**config.mk**
```make
export PLATFORM = sky130hd
export DESIGN_NAME = mem_master
export DESIGN_NICKNAME = d
export VERILOG_FILES = /design/src/rtl/mem_master.sv
export SDC_FILE = /design/constraint.sdc
export NUM_CORES = 1
export LEC_CHECK = 0
export BUFFER_PORTS_ARGS = -buffer_cell sky130_fd_sc_hd__clkbuf_2
export CAP_MARGIN = 20
export CORE_MARGIN = 2
export CORE_UTILIZATION = 35
export DETAILED_ROUTE_END_ITERATION = 6
export PLACE_DENSITY = 0.63
export SYNTH_ARGS = -nofsm -noshare
export SYNTH_HDL_FRONTEND = slang
export SYNTH_SLANG_ARGS = --single-unit
```
**constraint.sdc**
```tcl
create_clock -name clk -period 2.1 [get_ports clk]
set_input_delay 0.105 -clock clk [delete_from_list [all_inputs] [get_ports clk]]
set_output_delay 0.105 -clock clk [all_outputs]
set_load 0.03 [all_outputs]
```
**src/rtl/mem_master.sv**
```systemverilog
// mem_master: burst initiator for a single-port valid/ready memory.
//
// Takes a command (direction, base address, beat count), then runs one memory
// beat at a time. Write beats pull a word from the wd_* stream first; read
// beats push the returned word out on rd_* as a one-cycle pulse.
//
// Handshakes:
//   cmd_*  : a command transfers on a clock edge where cmd_valid && cmd_ready.
//   wd_*   : a write word transfers on a clock edge where wd_valid && wd_ready.
//   memory : return-to-zero. valid is raised and held with wr_rd/addr/wdata
//            stable until ready is seen high, then valid drops and the next
//            beat waits for ready to go low again. While waiting for either
//            ready level, a cycle counter aborts the burst after TIMEOUT
//            cycles (err held until the next accepted command).
//
// Ports:
//   clk, res                 clock, synchronous active-low reset
//   cmd_valid/ready/wr/addr/len   command interface
//   wd_valid/ready/data      write data input stream
//   rd_valid/data            read data output (one-cycle pulse)
//   busy, done, err          status (done pulses at burst end, err on timeout)
//   valid/wr_rd/addr/wdata   memory request, ready/rdata memory response
//   dbg_state                current FSM state (IDLE=0 WAIT_WD=1 REQ=2 GAP=3)
module mem_master #(
  parameter int WIDTH   = 8,
  parameter int ADDR_W  = 4,
  parameter int LEN_W   = 5,
  parameter int TIMEOUT = 15
) (
  input  logic              clk,
  input  logic              res,
  input  logic              cmd_valid,
  output logic              cmd_ready,
  input  logic              cmd_wr,
  input  logic [ADDR_W-1:0] cmd_addr,
  input  logic [LEN_W-1:0]  cmd_len,
  input  logic              wd_valid,
  output logic              wd_ready,
  input  logic [WIDTH-1:0]  wd_data,
  output logic              rd_valid,
  output logic [WIDTH-1:0]  rd_data,
  output logic              busy,
  output logic              done,
  output logic              err,
  output logic              valid,
  output logic              wr_rd,
  output logic [ADDR_W-1:0] addr,
  output logic [WIDTH-1:0]  wdata,
  input  logic              ready,
  input  logic [WIDTH-1:0]  rdata,
  output logic [1:0]        dbg_state
);

  typedef enum logic [1:0] {
    IDLE    = 2'd0,
    WAIT_WD = 2'd1,
    REQ     = 2'd2,
    GAP     = 2'd3
  } state_e;

  localparam int TW = $clog2(TIMEOUT + 1);
  // Counter value at which the current waiting cycle is the TIMEOUT-th one.
  localparam logic [TW-1:0] TLIM = TW'(TIMEOUT - 1);

  state_e            state_q;
  logic              wr_q;
  logic [LEN_W-1:0]  rem_q;
  logic [TW-1:0]     tcnt_q;
  logic              valid_q, wr_rd_q, rd_valid_q, done_q, err_q, busy_q, wd_ready_q;
  logic [ADDR_W-1:0] addr_q;
  logic [WIDTH-1:0]  wdata_q, rd_data_q;

  // Held low while res is asserted so no command is taken during reset.
  assign cmd_ready = (state_q == IDLE) && res;

  assign valid     = valid_q;
  assign wr_rd     = wr_rd_q;
  assign addr      = addr_q;
  assign wdata     = wdata_q;
  assign rd_valid  = rd_valid_q;
  assign rd_data   = rd_data_q;
  assign done      = done_q;
  assign err       = err_q;
  assign busy      = busy_q;
  assign wd_ready  = wd_ready_q;
  assign dbg_state = state_q;

  always_ff @(posedge clk) begin
    if (!res) begin
      state_q    <= IDLE;
      wr_q       <= 1'b0;
      rem_q      <= '0;
      tcnt_q     <= '0;
      valid_q    <= 1'b0;
      wr_rd_q    <= 1'b0;
      addr_q     <= '0;
      wdata_q    <= '0;
      rd_valid_q <= 1'b0;
      rd_data_q  <= '0;
      done_q     <= 1'b0;
      err_q      <= 1'b0;
      busy_q     <= 1'b0;
      wd_ready_q <= 1'b0;
    end else begin
      rd_valid_q <= 1'b0;
      done_q     <= 1'b0;
      case (state_q)
        IDLE: begin
          if (cmd_valid) begin
            err_q  <= 1'b0;
            wr_q   <= cmd_wr;
            addr_q <= cmd_addr;
            rem_q  <= cmd_len;
            tcnt_q <= '0;
            if (cmd_len == '0) begin
              done_q <= 1'b1;
            end else if (cmd_wr) begin
              wd_ready_q <= 1'b1;
              busy_q     <= 1'b1;
              state_q    <= WAIT_WD;
            end else begin
              valid_q <= 1'b1;
              wr_rd_q <= 1'b0;
              busy_q  <= 1'b1;
              state_q <= REQ;
            end
          end
        end
        // Waiting on the producer is not a memory stall, so no timeout here.
        WAIT_WD: begin
          if (wd_valid) begin
            wd_ready_q <= 1'b0;
            wdata_q    <= wd_data;
            valid_q    <= 1'b1;
            wr_rd_q    <= 1'b1;
            tcnt_q     <= '0;
            state_q    <= REQ;
          end
        end
        REQ: begin
          if (ready) begin
            valid_q <= 1'b0;
            if (!wr_q) begin
              rd_data_q  <= rdata;
              rd_valid_q <= 1'b1;
            end
            rem_q   <= rem_q - 1'b1;
            addr_q  <= addr_q + 1'b1;
            tcnt_q  <= '0;
            state_q <= GAP;
          end else if (tcnt_q == TLIM) begin
            valid_q <= 1'b0;
            err_q   <= 1'b1;
            done_q  <= 1'b1;
            busy_q  <= 1'b0;
            state_q <= IDLE;
          end else begin
            tcnt_q <= tcnt_q + 1'b1;
          end
        end
        GAP: begin
          if (!ready) begin
            tcnt_q <= '0;
            if (rem_q == '0) begin
              done_q  <= 1'b1;
              busy_q  <= 1'b0;
              state_q <= IDLE;
            end else if (wr_q) begin
              wd_ready_q <= 1'b1;
              state_q    <= WAIT_WD;
            end else begin
              valid_q <= 1'b1;
              state_q <= REQ;
            end
          end else if (tcnt_q == TLIM) begin
            err_q   <= 1'b1;
            done_q  <= 1'b1;
            busy_q  <= 1'b0;
            state_q <= IDLE;
          end else begin
            tcnt_q <= tcnt_q + 1'b1;
          end
        end
        default: state_q <= IDLE;
      endcase
    end
  end

endmodule
```
Yosys cells after proc, flatten, opt, wreduce, memory -nomap -nowiden --
Index checks and enable logic that the tools add are counted.
Cells by class: multiplexer cells 64, eq/ne operators 18, reduce and logical (&&, ||, !) cells 20, add/subtract/negate cells 3, bitwise operators 1
Operators by type and width (count):
- $mux W1 | 36
- $mux W4 | 7
- $ne A2 B2 Y1 const B | 12
- $mux W2 | 9
- $pmux W4 S4 | 1
- $reduce_and A8 Y1 | 2
- $pmux W1 S3 | 4
- $reduce_and A3 Y1 | 4
- $logic_not A5 Y1 | 2
- $mux W5 | 2
- $pmux W5 S2 | 1
- $reduce_and A5 Y1 | 2
- $add A4 B1 Y4 const B | 2
- $pmux W2 S4 | 1
- $pmux W4 S2 | 1
- $ne A3 B3 Y1 const B | 2
- $reduce_and A2 Y1 | 3
- $reduce_bool A3 Y1 | 2
- $sub A5 B1 Y5 const B | 1
- $eq A2 B2 Y1 const B | 2
- $eq A4 B4 Y1 const B | 1
- $pmux W1 S4 | 1
- $reduce_and A4 Y1 | 1
- $reduce_bool A2 Y1 | 2
- other kinds (5) | 5
Storage, ports and cells: output and inout port bits 30, register bits 39, word-level logic and storage cells 120, input port bits 31

Logic depth before layout (Yosys ltp) --
depth in word-level cells 4, mapped depth 7, depth with buffers taken out 6

Least setup slack after synthesis --
No wires, ideal clock.
path type register to output, from register state_q[1], in the netlist dbg_state[1], to output cmd_ready, arrival 1640 ps, slack 355 ps, stages on the path, launching flop included 5, path buffers 3, data required time 1995 ps, cells stage by stage dfxtp_1 > buf_6 > clkbuf_1 > clkbuf_1 > nor3_1
Between the ends: word-level cells in the longest chain between the ends 2
RTL lines:
- start: declaration | line 65 | state_e state_q;
- start signal: assignment | line 90 | state_q <= IDLE;
- start signal: assignment | line 120 | state_q <= WAIT_WD;
- start signal: assignment | line 125 | state_q <= REQ;
- $logic_not A2 Y1 | line 74 | assign cmd_ready = (state_q == IDLE) && res;
- $logic_and A1 B1 Y1 | line 74
- end: declaration | line 33 | output logic cmd_ready,
No other way between the ends.

Worst setup path in the final report --
from register state_q[1], in the netlist dbg_state[1], to register valid_q, in the netlist valid
Between the ends: word-level cells in the longest chain between the ends 3, elaborated cells between the ends (all ways) 14, those cells by class eq/ne (11); mux (1); reduce/logical (2)
RTL lines:
- $eq A2 B2 Y1 (tied with other cells) | line 107 | case (state_q)
- $ne A3 B3 Y1 (no line) / $ne A2 B2 Y1 (equally long branches)
- $reduce_and A8 Y1 (no line)
- end signal: assignment | line 122 | valid_q <= 1'b1;
- end signal: assignment | line 134 | valid_q <= 1'b1;
- end signal: assignment | line 142 | valid_q <= 1'b0;
- end: declaration | line 69 | logic valid_q, wr_rd_q, rd_valid_q, done_q, err_q, busy_q, wd_ready_q;
Parallel ways exist; a longest one is shown, timed or not. A chain may end at the register's enable or synchronous reset.

==> results.cfg <==
[power_and_ir_drop]
total_leakage_power_nw = 1.03
vdd_ir_drop_max_mv = 0.258
report.power.total_mw = 1.92
cellPowerDensity_nw_per_um2 = 803

[clock_tree]
tritoncts = done
cts_setup_buffers = 0
hold_buffers = 0
cts_resized = 0
numCtsBuffers = 5
clock_latency_late_sink_ps = 300
count_of_clock_tree_sinks = 39
clock-root-buffer = sky130_fd_sc_hd__clkbuf_8
cts_htree_levels = 2
cts.path.max_buffers = 2
worst_setup_hold_path_clk_slew_ps = 80

[finish]
post-route-cell-area_sq_um = 2390
layout-area-overhead-vs-synth_pct = 24.3
post_route_cells_drive_above_1_share = 0.278
final-instance-count-excl-fill = 365
layout_common_cells = sky130_fd_sc_hd__clkbuf_2, sky130_fd_sc_hd__nand2_1, sky130_fd_sc_hd__dfxtp_1
number_of_nets_in_the_finished_design = 329
fillers = 554
area_used_by_multi_input_combinational_logic_sq_um = 1030
count_of_antenna_diodes_in_the_layout = 0
layout.cells.most_common = sky130_fd_sc_hd__clkbuf_2
sequential_cell_area_sq_um = 781

[drt]
drt-pass1-iter-count = 4
drc = 0
detail_route.iter0.violations = 141
vias_per_cell = 5.15
drtAntennaViolNets = 0
routedWlPerCell_microns = 13.2
vias = 1878
sum_of_routed_wire_length_over_all_layers_microns = 4800

[global_route]
total_routing_usage_gr = 0.166
grt_max_degree = 18
grt_antenna_before_repair = 0
grt_first_pass_wirelength_microns = 8090
remaining_global_route_overflow = 0
grt_pass1_vias = 1709

[sta]
tightest_slew_ps = 550
hold_viol_final = 0
min_period_over_period = 0.812
setup-violations-final = 0
period_needed_ps = 1700
slew-limit-headroom = 0.630
fin_worst_skew_ps = 5.34
rsz0062_at_grt = false
totalNegativeSetupSlack_ps = 0
final_max_slew_viol_count = 0
postLayoutSetupSlackWorst_ps = 395
fmaxAchievable_mhz = 587

[synth]
synth.top_cell.area_share = 0.407
netlist-cell-type-count = 45
synth.avg_cell_area_sq_um = 8.10
yosysSeqAreaShare = 0.407
postSynthCellCount = 237
async_reset_ff_frac = 0
ys_flop_type = sky130_fd_sc_hd__dfxtp_1
syn_area_sq_um = 1920
yosys_warnings = 0
syn-num-nets = 272
share_of_cell_area_taken_by_muxes_after_synthesis = 0.0267
synth_fa_ha_area_frac = 0.0261
synth_compound_area_frac = 0.228
share_of_the_synthesized_netlist_area_taken_by_xor_and_xnor_gates = 0.00456
synth_simple_gate_area_frac = 0.250
yosys.area.top_type = sky130_fd_sc_hd__dfxtp_1
synth_top_area_cells = sky130_fd_sc_hd__dfxtp_1, sky130_fd_sc_hd__nand2_1, sky130_fd_sc_hd__a21oi_1
synth_edf_count = 0
largest_family_of_logic_cells_by_synthesized_area = simple AND/OR/NAND/NOR gates
ys_ff_latch = 39

[setup_path]
crit_path_start_kind = register
timing.critical_path.required_ps = 2280
endpoint = valid
regToRegSetupSlack_ps = 400
crit_path_start = dbg_state[1]
timing.critical_path.fanout_max = 13
r2r_start = dbg_state[1]
arrival_ps = 1880
worstRegToRegCells = 4
rr_endpoint = valid
critical_path_class = reg2reg
cp-end-kind = register

[status]
outcome = complete, no violations

[placement]
dpl_worst_slack_ps = 404
count_of_buffers_inserted_at_the_top_level_ports = 60
hpwl_microns = 3500
placedCellCount = 357
placed_cell_area_sq_um = 2270
place.gp.congestion = 0.826

[die]
fp.dieW_microns = 78.1
floorplan.initialDensity = 0.369
coreArea_sq_um = 5200
num_rows = 26
top_level_ports = 61
die_h_microns = 78.1
area_of_the_die_sq_um = 6100

[flow_run]
cap_viol_max_count = 0

[hold_path]
hold_path_depth = 3
hp-class = in2reg
## worst max-delay path, stage by stage (launching register included)
cell                       delay, ps
sky130_fd_sc_hd__dfxtp_1         560
sky130_fd_sc_hd__and3b_1         350
sky130_fd_sc_hd__or3_4           450
sky130_fd_sc_hd__o311ai_0        110
sky130_fd_sc_hd__a21oi_1         110
## kinds of logic (layout without fill, tap and decap cells)
kind of cell	count (synthesis)	count (layout)
xor gates and xnor gates	1	1
and+or+nand+nor	94	94
DFF	39	39
AOI/OAI and AO/OA	69	69
muxes	5	5
buffers and inverters	25	83
adders and majority gates	4	4
## stage by stage
step	utilization	hold slack (ps)
floorplan	-	206
global placement	0.437	330
detailed placement	0.437	335
CTS	0.459	12.0
global route	0.459	15.2
finish	0.459	20.7
## worst min path at each step
| stage | from | to | slack (ps) |
|---|---|---|---|
| 6_report | wd_data[1] | wdata[1] | 20 |
| 5_1_grt | rdata[2] | rd_data[2] | 20 |
| 4_1_cts | wd_data[1] | wdata[1] | 10 |
| 3_5_place_dp | rdata[3] | rd_data[3] | 340 |
| 3_3_place_gp | rdata[4] | rd_data[4] | 330 |
| 2_1_floorplan | cmd_valid | wr_rd | 210 |
## final cells by class
cell class,instances,share of cell area
clock buffer,5,0.0288
sequential,39,0.327
multi-input combinational,173,0.430
timing repair buffer,66,0.145
inverter,9,0.0142
tap,70,0.0367
clock inverter,3,0.0183
## synthesized netlist by cell type (2+ instances only)
cell                       instances
sky130_fd_sc_hd__a211oi_1          4
sky130_fd_sc_hd__a21oi_1          31
sky130_fd_sc_hd__a31oi_1           3
sky130_fd_sc_hd__buf_2             3
sky130_fd_sc_hd__buf_6             2
sky130_fd_sc_hd__clkbuf_1         10
sky130_fd_sc_hd__dfxtp_1          39
sky130_fd_sc_hd__ha_1              4
sky130_fd_sc_hd__inv_1             9
sky130_fd_sc_hd__mux2i_1           4
sky130_fd_sc_hd__nand2_1          44
sky130_fd_sc_hd__nand2b_1          2
sky130_fd_sc_hd__nand3_1           3
sky130_fd_sc_hd__nor2_1           16
sky130_fd_sc_hd__nor2b_1           2
sky130_fd_sc_hd__nor3_1            6
sky130_fd_sc_hd__nor3b_1           6
sky130_fd_sc_hd__nor4bb_1          2
sky130_fd_sc_hd__o211a_1           2
sky130_fd_sc_hd__o21a_1            5
sky130_fd_sc_hd__o21ai_0           9
sky130_fd_sc_hd__o311a_1           2
sky130_fd_sc_hd__o311ai_0          4
sky130_fd_sc_hd__o31ai_1           4
## power breakdown
group	internal, mW	switching (mW)
Combinational	0.171	0.271
Clock	0.354	0.279
Sequential	0.790	0.0518
## registers in the layout, indices dropped and copies added (netlist names)
| signal | flops |
|---|---|
| rem_q | 5 |
| err | 1 |
| wd_ready | 1 |
| tcnt_q | 4 |
| busy | 1 |
| wdata | 8 |
| rd_valid | 1 |
| done | 1 |
| rd_data | 8 |
| dbg_state | 2 |
| addr | 4 |
| wr_rd | 1 |
| wr_q | 1 |
| valid | 1 |
## routing by layer
| metal | part of all wire | GRT usage |
|---|---|---|
| met1 | 0.45 | 0.215 |
| met2 | 0.46 | 0.268 |
| met3 | 0.077 | 0.0345 |
| met4 | 0.011 | 0.0737 |
| met5 | 0 | 0 |
No activity file was read; power rests on OpenSTA's default activity.
